`config.mk`:
```
export PLATFORM = sky130hd
export DESIGN_NAME = cond_status_unit
export DESIGN_NICKNAME = d
export VERILOG_FILES = /design/src/rtl/cond_status_unit.sv
export SDC_FILE = /design/constraint.sdc
export NUM_CORES = 1
export LEC_CHECK = 0
export ABC_AREA = 0
export BUFFER_PORTS_ARGS = -buffer_cell sky130_fd_sc_hd__buf_2
export CAP_MARGIN = 10
export CORE_MARGIN = 3
export CORE_UTILIZATION = 50
export CTS_CLUSTER_SIZE = 24
export DETAILED_ROUTE_END_ITERATION = 8
export PLACE_DENSITY = 0.77
export SLEW_MARGIN = 20
export SYNTH_ARGS = -nofsm -noshare
export SYNTH_HDL_FRONTEND = slang
export SYNTH_SLANG_ARGS = --single-unit
export TNS_END_PERCENT = 10
```
`constraint.sdc`:
```
create_clock -name clk -period 2.7 [get_ports clk]
set_input_delay 0.27 -clock clk [delete_from_list [all_inputs] [get_ports clk]]
set_output_delay 0.27 -clock clk [all_outputs]
set_load 0.01 [all_outputs]
```
`src/rtl/cond_status_unit.sv`:
```
// NZCV status register with masked writeback, shadow-SR stack and
// NUM_CH condition-code evaluators with an optional output register.
module cond_status_unit #(
    parameter int         NUM_CH    = 2,
    parameter int         STK_DEPTH = 4,
    parameter int         OUT_REG   = 1,
    parameter int         BYPASS    = 1,
    parameter logic [3:0] RESET_SR  = 4'b0000
) (
    input  logic                  clk,
    input  logic                  rst_n,
    input  logic                  sr_we,
    input  logic [3:0]            sr_mask,
    input  logic [3:0]            sr_in,
    output logic [3:0]            sr_out,
    input  logic                  push,
    input  logic                  pop,
    output logic                  stk_full,
    output logic                  stk_empty,
    output logic                  stk_err,
    input  logic [NUM_CH-1:0]     cond_valid,
    input  logic [4*NUM_CH-1:0]   cond,
    input  logic                  stall,
    input  logic                  flush,
    output logic [NUM_CH-1:0]     pass_valid,
    output logic [NUM_CH-1:0]     cond_pass
);

    localparam int AW = $clog2(STK_DEPTH);
    localparam int PW = AW + 1;

    logic [3:0]    sr_q, sr_d;
    logic [PW-1:0] sp_q, sp_d;
    logic [3:0]    stk_q [STK_DEPTH];
    logic [3:0]    stk_d [STK_DEPTH];
    logic          stk_err_q, stk_err_d;
    logic          push_ok, pop_ok;
    logic [AW-1:0] top_idx, wr_idx;
    logic [3:0]    sr_wr, flags;
    logic [NUM_CH-1:0] lane_pv, lane_cp;

    assign stk_full  = (sp_q == PW'(STK_DEPTH));
    assign stk_empty = (sp_q == '0);
    assign top_idx   = AW'(sp_q - PW'(1));
    assign wr_idx    = sp_q[AW-1:0];
    assign sr_out    = sr_q;
    assign stk_err   = stk_err_q;

    always_comb begin
        push_ok   = push & ~pop & ~stk_full;
        pop_ok    = pop & ~push & ~stk_empty;
        stk_err_d = (push & pop) | (push & stk_full) | (pop & stk_empty);
        sr_wr     = (sr_in & sr_mask) | (sr_q & ~sr_mask);
        sr_d      = sr_q;
        sp_d      = sp_q;
        stk_d     = stk_q;
        // A legal pop owns the SR this cycle; writeback is dropped.
        if (pop_ok) begin
            sr_d = stk_q[top_idx];
            sp_d = sp_q - PW'(1);
        end else if (sr_we) begin
            sr_d = sr_wr;
        end
        if (push_ok) begin
            stk_d[wr_idx] = sr_q;
            sp_d          = sp_q + PW'(1);
        end
    end

    always_ff @(posedge clk or negedge rst_n) begin
        if (!rst_n) begin
            sr_q      <= RESET_SR;
            sp_q      <= '0;
            stk_err_q <= 1'b0;
            for (int i = 0; i < STK_DEPTH; i++) stk_q[i] <= '0;
        end else begin
            sr_q      <= sr_d;
            sp_q      <= sp_d;
            stk_err_q <= stk_err_d;
            stk_q     <= stk_d;
        end
    end

    function automatic logic eval_cc(input logic [3:0] cc,
                                     input logic [3:0] f);
        logic n, z, c, v;
        {n, z, c, v} = f;
        case (cc)
            4'd0:    eval_cc = z;
            4'd1:    eval_cc = ~z;
            4'd2:    eval_cc = c;
            4'd3:    eval_cc = ~c;
            4'd4:    eval_cc = n;
            4'd5:    eval_cc = ~n;
            4'd6:    eval_cc = v;
            4'd7:    eval_cc = ~v;
            4'd8:    eval_cc = c & ~z;
            4'd9:    eval_cc = ~c | z;
            4'd10:   eval_cc = (n == v);
            4'd11:   eval_cc = (n != v);
            4'd12:   eval_cc = ~z & (n == v);
            4'd13:   eval_cc = z | (n != v);
            4'd14:   eval_cc = 1'b1;
            default: eval_cc = 1'b0;
        endcase
    endfunction

    assign flags = (BYPASS != 0) ? sr_d : sr_q;

    always_comb begin
        lane_pv = '0;
        lane_cp = '0;
        for (int i = 0; i < NUM_CH; i++) begin
            lane_pv[i] = cond_valid[i];
            lane_cp[i] = cond_valid[i] & eval_cc(cond[4*i +: 4], flags);
        end
    end

    if (OUT_REG != 0) begin : g_reg
        logic [NUM_CH-1:0] pv_q, pv_d, cp_q, cp_d;

        always_comb begin
            pv_d = pv_q;
            cp_d = cp_q;
            if (flush) begin
                pv_d = '0;
                cp_d = '0;
            end else if (!stall) begin
                pv_d = lane_pv;
                cp_d = lane_cp;
            end
        end

        always_ff @(posedge clk or negedge rst_n) begin
            if (!rst_n) begin
                pv_q <= '0;
                cp_q <= '0;
            end else begin
                pv_q <= pv_d;
                cp_q <= cp_d;
            end
        end

        assign pass_valid = pv_q;
        assign cond_pass  = cp_q;
    end else begin : g_comb
        logic unused_ctl;
        assign unused_ctl = stall ^ flush;
        assign pass_valid = lane_pv;
        assign cond_pass  = lane_cp;
    end

endmodule
```
# Word level (Yosys, flattened, before mapping)
# Index checks and enable logic that the tools add are counted.
[word_totals]
reg_bits = 28
in_bits = 25
out_inout_bits = 11
elab_cells = 96
[op_classes]
n_addsub = 2
n_lt_le_gt_ge = 3
n_eq_ne = 32
mux = 16
bitwise_logic = 29
reduce_logical = 5
[op_table]
columns = ["cell", "n"]
rows = [
  ["equality test 4 bit (second input constant)", 14],
  ["equality test 4 x 3 -> 1 bit (second input constant)", 8],
  ["case mux 1 bit (15 select lines)", 2],
  ["two-way mux 4 bit", 5],
  ["bitwise mux 16 bit", 1],
  ["equality test 4 x 2 -> 1 bit (second input constant)", 4],
  ["bitwise AND 1 bit", 11],
  ["bitwise AND 4 bit", 2],
  ["binary-select mux 4 bit (select 2 bit)", 1],
  ["demux 4 bit (select 2 bit)", 1],
  ["equality test 4 x 1 -> 1 bit (second input constant)", 2],
  ["logical NOT 4 bit", 2],
  ["two-way mux 2 bit", 4],
  ["NOT 1 bit", 8],
  ["greater-or-equal comparator 3 bit (second input constant)", 2],
  ["two-way mux 3 bit", 2],
  ["NOT 2 -> 3 bit", 2],
  ["NOT 4 bit", 1],
  ["bitwise OR 1 bit", 4],
  ["bitwise OR 4 bit", 1],
  ["adder 3 x 1 -> 3 bit (second input constant)", 1],
  ["equality test 3 bit (second input constant)", 1],
  ["logical NOT 3 bit", 1],
  ["< comparator 3 x 1 -> 1 bit (second input constant)", 1],
  ["6 further kinds", 6],
]

# Logic depth before layout (Yosys ltp)
# Gate-level depths: netlist (run 1).
[depth]
depth_word = 12
ltp_mapped = 11
mapped_depth_nobuf = 9

# Worst setup path after synthesis (run 1)
# Ideal clock, no wire load.
[synth_timing]
path_type = "register -> register"
from = "register sp_q[0]"
to = "register g_reg.cp_q[0] (netlist: cond_pass[0])"
setup_time_ns = 0.136
arrival_ns = 2.360
required_time_ns = 2.564
setup_slack_ns = 0.205
stages_incl_launch_ff = 12
n_path_buf = 2
period_less_slack_ns = 2.495
path_cell_list = "dfrtp_1 -> buf_6 -> inv_1 -> ha_1 -> clkbuf_2 -> mux4_2 -> or3_1 -> o31a_2 -> a211oi_2 -> a31oi_1 -> o311ai_1 -> a211oi_2"
[synth_between]
elab_chain_cells = 12
word_cells_on_any_way = 23
cone_classes = "add/sub: 1; eq/ne: 2; mux: 7; bitwise: 12; reduce/logical: 1"
[synth_rtl]
columns = ["item", "line_no", "text"]
rows = [
  ["start, declared", "33", "logic [PW-1:0] sp_q, sp_d;"],
  ["start signal, assigned", "78", "sp_q <= sp_d;"],
  ["subtractor 3 x 1 -> 3 bit", "--", ""],
  ["NOT 2 -> 3 bit (not written as such)", "59", "sr_d = stk_q[top_idx];"],
  ["binary-select mux 4 bit (select 2 bit)", "59", ""],
  ["two-way mux 4 bit (not written as such) (2 in a row)", "59", ""],
  ["two-way mux 4 bit *", "58", "if (pop_ok) begin"],
  ["named net flags[1]", "39", "logic [3:0] sr_wr, flags;"],
  ["NOT 1 bit", "92, 98", ""],
  ["bitwise OR 1 bit", "98", "4'd9: eval_cc = ~c | z;"],
  ["case mux 1 bit (15 select lines) *", "88", "case (cc)"],
  ["bitwise AND 1 bit *", "115", "lane_cp[i] = cond_valid[i] & eval_cc(cond[4*i +: 4], flags);"],
  ["two-way mux 2 bit *", "128", "end else if (!stall) begin"],
  ["two-way mux 2 bit *", "125", "if (flush) begin"],
  ["end signal, assigned", "140", "cp_q <= cp_d;"],
  ["end, declared", "120", "logic [NUM_CH-1:0] pv_q, pv_d, cp_q, cp_d;"],
]
# The timed path passes the listed nets; every way through them passes the cells marked *. The select of a mux whose other input is x is not followed.
# A chain may end at the register's enable or synchronous reset.

# Final worst setup path (run 1)
[layout_timing]
from = "register sp_q[0]"
to = "register g_reg.cp_q[0] (netlist: cond_pass[0])"
[layout_between]
elab_chain_cells = 12
word_cells_on_any_way = 23
cone_classes = "add/sub: 1; eq/ne: 2; mux: 7; bitwise: 12; reduce/logical: 1"
[layout_rtl]
columns = ["item", "line_no", "text"]
rows = [
  ["subtractor 3 x 1 -> 3 bit", "--", ""],
  ["NOT 2 -> 3 bit (not written as such)", "59", ""],
  ["binary-select mux 4 bit (select 2 bit)", "59", ""],
  ["two-way mux 4 bit (not written as such) (2 in a row)", "59", ""],
  ["two-way mux 4 bit *", "58", ""],
  ["inequality test 1 bit, or another cell as far along", "100, 102", ""],
  ["bitwise OR 1 bit, or another cell as far along", "102", "4'd13: eval_cc = z | (n != v);"],
  ["case mux 1 bit (15 select lines) *", "88", ""],
  ["bitwise AND 1 bit *", "115", ""],
  ["two-way mux 2 bit *", "128", ""],
  ["two-way mux 2 bit *", "125", ""],
]
# Mark *: on every way between the ends. The rest lies on a longest branch, timed or not. The select of a mux whose other input is x is not followed.

==> results of run 1 <==
## per-stage QoR
step | instances | power [W] | hold slack [ps]
2_1_floorplan | 178 | 0.00158 | -25.6
3_3_place_gp | 259 | 0.00189 | 326
3_5_place_dp | 259 | 0.00193 | 331
4_1_cts | 263 | 0.00227 | 23.5
5_1_grt | 263 | 0.00241 | 48.0
6_report | 263 | 0.00226 | -5.90
## flip-flops by register name (all words and copies together), names as in the netlist
signal	flops
sr_out	4
stk_err	1
cond_pass	2
stk_q	16
sp_q	3
pass_valid	2
## synth_stat cells (2+ instances only)
cell type,number,area [µm²]
nand4_1,2,12.5
mux4_2,3,67.6
o211ai_1,2,15.0
nand3_1,3,15.0
a211oi_1,4,30.0
mux2i_1,7,70.1
and2_1,2,12.5
buf_2,3,15.0
nor2_1,10,37.5
xnor2_1,6,52.6
a211oi_2,3,37.5
nor2b_1,4,25.0
nor3_1,8,40.0
o21ai_0,3,15.0
dfrtp_1,28,701
a21oi_1,3,15.0
ha_1,5,62.6
inv_1,5,18.8
nand2_1,18,67.6
mux2_2,16,180
a31oi_1,2,12.5
or3_1,2,12.5
nand2b_1,8,50.1
mux4_1,3,78.8
## metal layers
metal	share of wire, %	vias up	global-route usage (%)	routed length, µm
met5	0	-	0	0
met4	1.2	0	7.09	48
met3	5.4	6	3.04	224
met2	45	48	30.7	1850
met1	49	723	28.3	2030
li1	-	739	-	-
## cell type report
| cell class | count | area [µm²] | area share [%] |
|---|---|---|---|
| clock buffers | 3 | 41.3 | 1.89 |
| clock inverters | 1 | 30.0 | 1.37 |
| inverters | 5 | 18.8 | 0.858 |
| multi-input cells | 138 | 1110 | 50.8 |
| flip-flops and latches | 28 | 701 | 32.0 |
| well taps | 46 | 57.6 | 2.63 |
| repair buffers | 42 | 228 | 10.4 |
## final timing paths
check / startpoint / endpoint / slack (ps)
worst max-delay path: sp_q[0]$_DFFE_PN0P_ / cond_pass[0]$_DFFE_PN0P_ / 150
worst min-delay path: rst_n / stk_err$_DFF_PN0_ / -6
worst max register to register: sp_q[0]$_DFFE_PN0P_ / cond_pass[0]$_DFFE_PN0P_ / 150
worst min register to register: sp_q[2]$_DFFE_PN0P_ / sp_q[2]$_DFFE_PN0P_ / 490
max in group asynchronous: rst_n / sr_out[3]$_DFF_PN0_ / 2310
min in group clk: flush / pass_valid[1]$_DFFE_PN0P_ / 180
## what timing repair did
item	4_1_cts	5_1_grt
hold endpoints to repair	0	0
gates resized for setup	0	1
endpoints found under the setup margin	0	2
## worst max-delay path, stage by stage (launching register included)
cell and delay, ps:
dfrtp_1 400, inv_1 160, ha_2 220, nor2b_1 420, or2_2 260, mux2i_1 390, o22ai_1 120, nor4_1 390
a211oi_2 80
## kinds of logic (layout without fill, tap and decap cells)
| family | count (synthesis) | count (layout) | synth area share [%] |
|---|---|---|---|
| AOI/OAI and AO/OA | 31 | 31 | 13.2 |
| xor gates and xnor gates | 7 | 7 | 3.28 |
| adders and majority gates | 5 | 5 | 3.35 |
| buffers and inverters | 12 | 51 | 3.08 |
| DFF | 28 | 28 | 37.5 |
| muxes | 29 | 29 | 21.2 |
| and+or+nand+nor | 66 | 66 | 18.3 |
## report_power, final
part | internal [W] | leakage, nW | switching [W]
registers | 0.000604 | 0.341 | 0.000184
clock network | 0.000199 | 0.0357 | 0.000133
logic | 0.000610 | 0.615 | 0.000532
==> results.cfg, run 1 <==
[sta]
setup_ws_ps = 154
final_hold_viol_count = 28
drv_slew = 0
rsz0062_at_grt = no
finalClockSkew_ps = 4.90
worst_slew_pin_slew_ps = 612
hold_ws_ps = -5.90
fin_crit_ps = 2550
fin_setup_tns_ps = 0
fin_crit_sh_pct = 94.3
maxSlewHeadroom_pct = 59.2
setup_violations = 0
fmax_mhz = 393

[yosys]
synth.net_count = 208
synth_edf_count = 0
synthCells = 178
syn_area_per_cell_um2 = 10.5
ys_seq_area_share_pct = 37.5
synthArstFlopShare_pct = 100
synth_ff_type = dfrtp_1
ys_types = 52
ys_warn_count = 0
synth_area_um2 = 1870
yosys_register_bits = 28

[clocking]
clkSlewWorstSetupHoldPaths_ps = 100
clkLatencyLatePin_ps = 280
cts_hold_buf = 0
htree_levels = 1
cts_tree = built
cts_setup_buffers = 0
cts_inserted_buffers = 3
clock_path_buffers = 2
root_buffer = clkbuf_8
clock_sinks = 28

[critical_path]
required_ps = 2860
crit_fanout = 7
r2r_cells = 8
crit_type = flip-flop to flip-flop
worstPathArrival_ps = 2700
cp-end-kind = flip-flop
start_kind = flip-flop

[die]
core_um2 = 3470
io_pins = 36
initial_core_util_pct = 53.8
die-area_um2 = 4500
rows = 21
die-height_um = 67.1
dieWidth_um = 67.1

[global_route]
grt-ovfl-total = 0
antenna_found_initial = 0
grt_use_total_pct = 19.9
grt_pass1_wl_um = 6680
grt_pass1_vias = 1425
grt_max_degree = 29

[pwr]
p_leak_nw = 0.992
irDropWorstVdd_mv = 0.501
power.density_nw_per_um2 = 1030

[final_layout]
antenna_cells = 0
fillers = 307
stdcell_area_um2 = 2190
final_core_utilization_pct = 63.1
layout.cells.most_common = buf_2
nNetsFinal = 248
layout_common_cells = buf_2, dfrtp_1, nand2_1
syn_to_final_growth_pct = 17.2
drive_above_1_share_pct = 34.6

[placed_design]
place_area_um2 = 2110
gp_congestion = 0.854
port_buffers = 35
preCtsSetupSlack_ps = 166
dp.final_hpwl_um = 3260

[routing]
vias = 1516
drc = 0
dr.first_iter.drc_count = 101
vias_per_cell = 5.76
detail_route.first_pass.iterations = 4
final_antenna_net_count = 0
postRouteWirelength_um = 4160
routedWlPerCell_um = 15.8

[flow_run]
drv_cap = 0

[status]
status = finished with violations
violations = hold timing

[hold_path]
hold_class = input pin to async pin
(Power assumes the default switching activity.)
==> run 2: changes to the inputs <==
--- a/config.mk
+++ b/config.mk
@@ -12,7 +12,8 @@
 export CORE_UTILIZATION = 50
 export CTS_CLUSTER_SIZE = 24
 export DETAILED_ROUTE_END_ITERATION = 8
-export PLACE_DENSITY = 0.77
+export PLACE_DENSITY = 0.83
+export RECOVER_POWER = 50
 export SLEW_MARGIN = 20
 export SYNTH_ARGS = -nofsm -noshare
 export SYNTH_HDL_FRONTEND = slang
==> run 2 against run 1 <==
  * Clock-buffer cell count did not move
  * Power shrank 7.4%
  * First-iteration DRC count decreased by 27%
  * The flow finishes with violations (capacitance limit, slew limit)
  * Non-clock buffer count fell by 3
  * Register-to-register slack improved by 20 ps
  * Critical path depth increased by 1
  * Sequential cell count did not move
  * Largest cell class unchanged
  * Highest routed layer unchanged
  * Maximum frequency up 0.97%
  * Hold slack improved by 180 ps
  * Combinational power is 5% lower
  * Wire length shrank 5.8%
  * Critical endpoint unchanged
  * Design area down 2.6%
==> results.cfg, run 2 (same netlist as run 1, synthesis figures left out) <==
[status]
status = finished with violations
violations = capacitance limit, slew limit

[die]
rows = 21
io_pins = 36
die-height_um = 67.1
initial_core_util_pct = 53.8
dieWidth_um = 67.1
die-area_um2 = 4500
core_um2 = 3470

[sta]
final_hold_viol_count = 0
setup_ws_ps = 178
fin_setup_tns_ps = 0
fin_crit_sh_pct = 93.4
maxSlewHeadroom_pct = -0.748
fmax_mhz = 397
finalClockSkew_ps = 3.20
drv_slew = 29
rsz0062_at_grt = no
worst_slew_pin_slew_ps = 1510
fin_crit_ps = 2520
setup_violations = 0

[final_layout]
drive_above_1_share_pct = 31.5
layout_common_cells = buf_2, dfrtp_1, nand2_1
largest_reg_flops = 16
seq_area_um2 = 701
fillers = 286
nNetsFinal = 245
final_core_utilization_pct = 61.4
layout.cells.most_common = buf_2
multi_input_area_um2 = 1110
antenna_cells = 0
top_register = stk_q
syn_to_final_growth_pct = 14.1

[critical_path]
crit_type = flip-flop to flip-flop
required_ps = 2860
slowest_stage = ha_2
startpoint = sp_q[1]$_DFFE_PN0P_
worstPathArrival_ps = 2680
crit_path_max_incr_delay_ps = 440
crit_chain = inv_1 > ha_2 > mux4_2 > or3_1 > o31a_2 > a211oi_2 > a31oi_1 > o311ai_1 > a211oi_2
crit_fanout = 9
cp-end-kind = flip-flop
r2r_start = sp_q[1]$_DFFE_PN0P_
r2r_slack_ps = 180
start_kind = flip-flop
crit_top_cell = a211oi_2

[clocking]
htree_levels = 1
clkSlewWorstSetupHoldPaths_ps = 90
clock_sinks = 28
cts_hold_buf = 0
clock_path_buffers = 2
cts_tree = built
root_buffer = clkbuf_8
cts_inserted_buffers = 3
clkLatencyLatePin_ps = 280

[pwr]
irDropWorstVdd_mv = 0.527
power.density_nw_per_um2 = 983
p_leak_nw = 0.950
power_w = 0.00209

[routing]
postRouteWirelength_um = 3920
detail_route.first_pass.iterations = 6
dr.first_iter.drc_count = 74
dr_wl_met3_um = 172
drc = 0
highest_layer = met4
vias = 1490
routed-wl-met2_um = 1940
final_antenna_net_count = 0
wl_met1_um = 1700
vias_per_cell = 5.75
routedWlPerCell_um = 15.1

[placed_design]
gp_congestion = 0.927
preCtsSetupSlack_ps = 155
dp.final_hpwl_um = 3020
port_buffers = 35

[global_route]
grt_pass1_wl_um = 6640
antenna_found_initial = 0
grt_max_degree = 29
grt-ovfl-total = 0
grt_use_total_pct = 20.0
grt_pass1_vias = 1435

[hold_path]
hold_class = input pin to flip-flop
hp-start = flush

[flow_run]
drv_cap = 1
-- run 2: repair_timing --
action / in CTS / in global routing
endpoints found under the setup margin: 0 / 2
gates resized for setup: 0 / 1
setup buffers: 0 / 0
-- run 2: metal layers --
metal,track usage (%),up-vias
li1,-,738
met1,24.6,706
met2,33.3,37
met3,3.88,9
met4,10.1,0
met5,0,-
-- run 2: path summary, 6_finish.rpt --
kind,to,cells after the start
worst min-delay path,pass_valid[1]$_DFFE_PN0P_,2
min in group asynchronous,sp_q[0]$_DFFE_PN0P_,1
worst max register to register,cond_pass[0]$_DFFE_PN0P_,9
worst min register to register,sp_q[2]$_DFFE_PN0P_,1
worst max-delay path,cond_pass[0]$_DFFE_PN0P_,9
max in group asynchronous,cond_pass[1]$_DFFE_PN0P_,1
-- run 2: final cells by class --
| type | instances | area share [%] |
|---|---|---|
| well taps | 46 | 2.70 |
| multi-input cells | 138 | 52.2 |
| inverters | 5 | 0.881 |
| clock buffers | 3 | 1.94 |
| flip-flops and latches | 28 | 32.9 |
| repair buffers | 39 | 9.40 |
-- run 2: critical path: cells and delay by family, from the launching register on --
kind | cells | cell delay, ps
compound gates | 5 | 840
fa+ha+maj | 1 | 440
buf+inv | 1 | 100
flops | 1 | 410
mux | 1 | 300
simple gates | 1 | 330
-- run 2: power by group --
part / internal, W / total (W) / switching (W)
registers: 0.000604 / 0.000781 / 0.000178
logic: 0.000583 / 0.00108 / 0.000498
clock network: 0.000101 / 0.000231 / 0.000131
total: 0.00129 / 0.00209 / 0.000807
-- run 2: through the flow --
stage                     area (µm²)  hold WS, ps  std cells
after floorplan                 1870        -25.6        178
after CTS                       2130         13.9        259
final                           2130          177        259
after global routing            2130          180        259
after detailed placement        2090          325        256
after global placement          2090          318        256
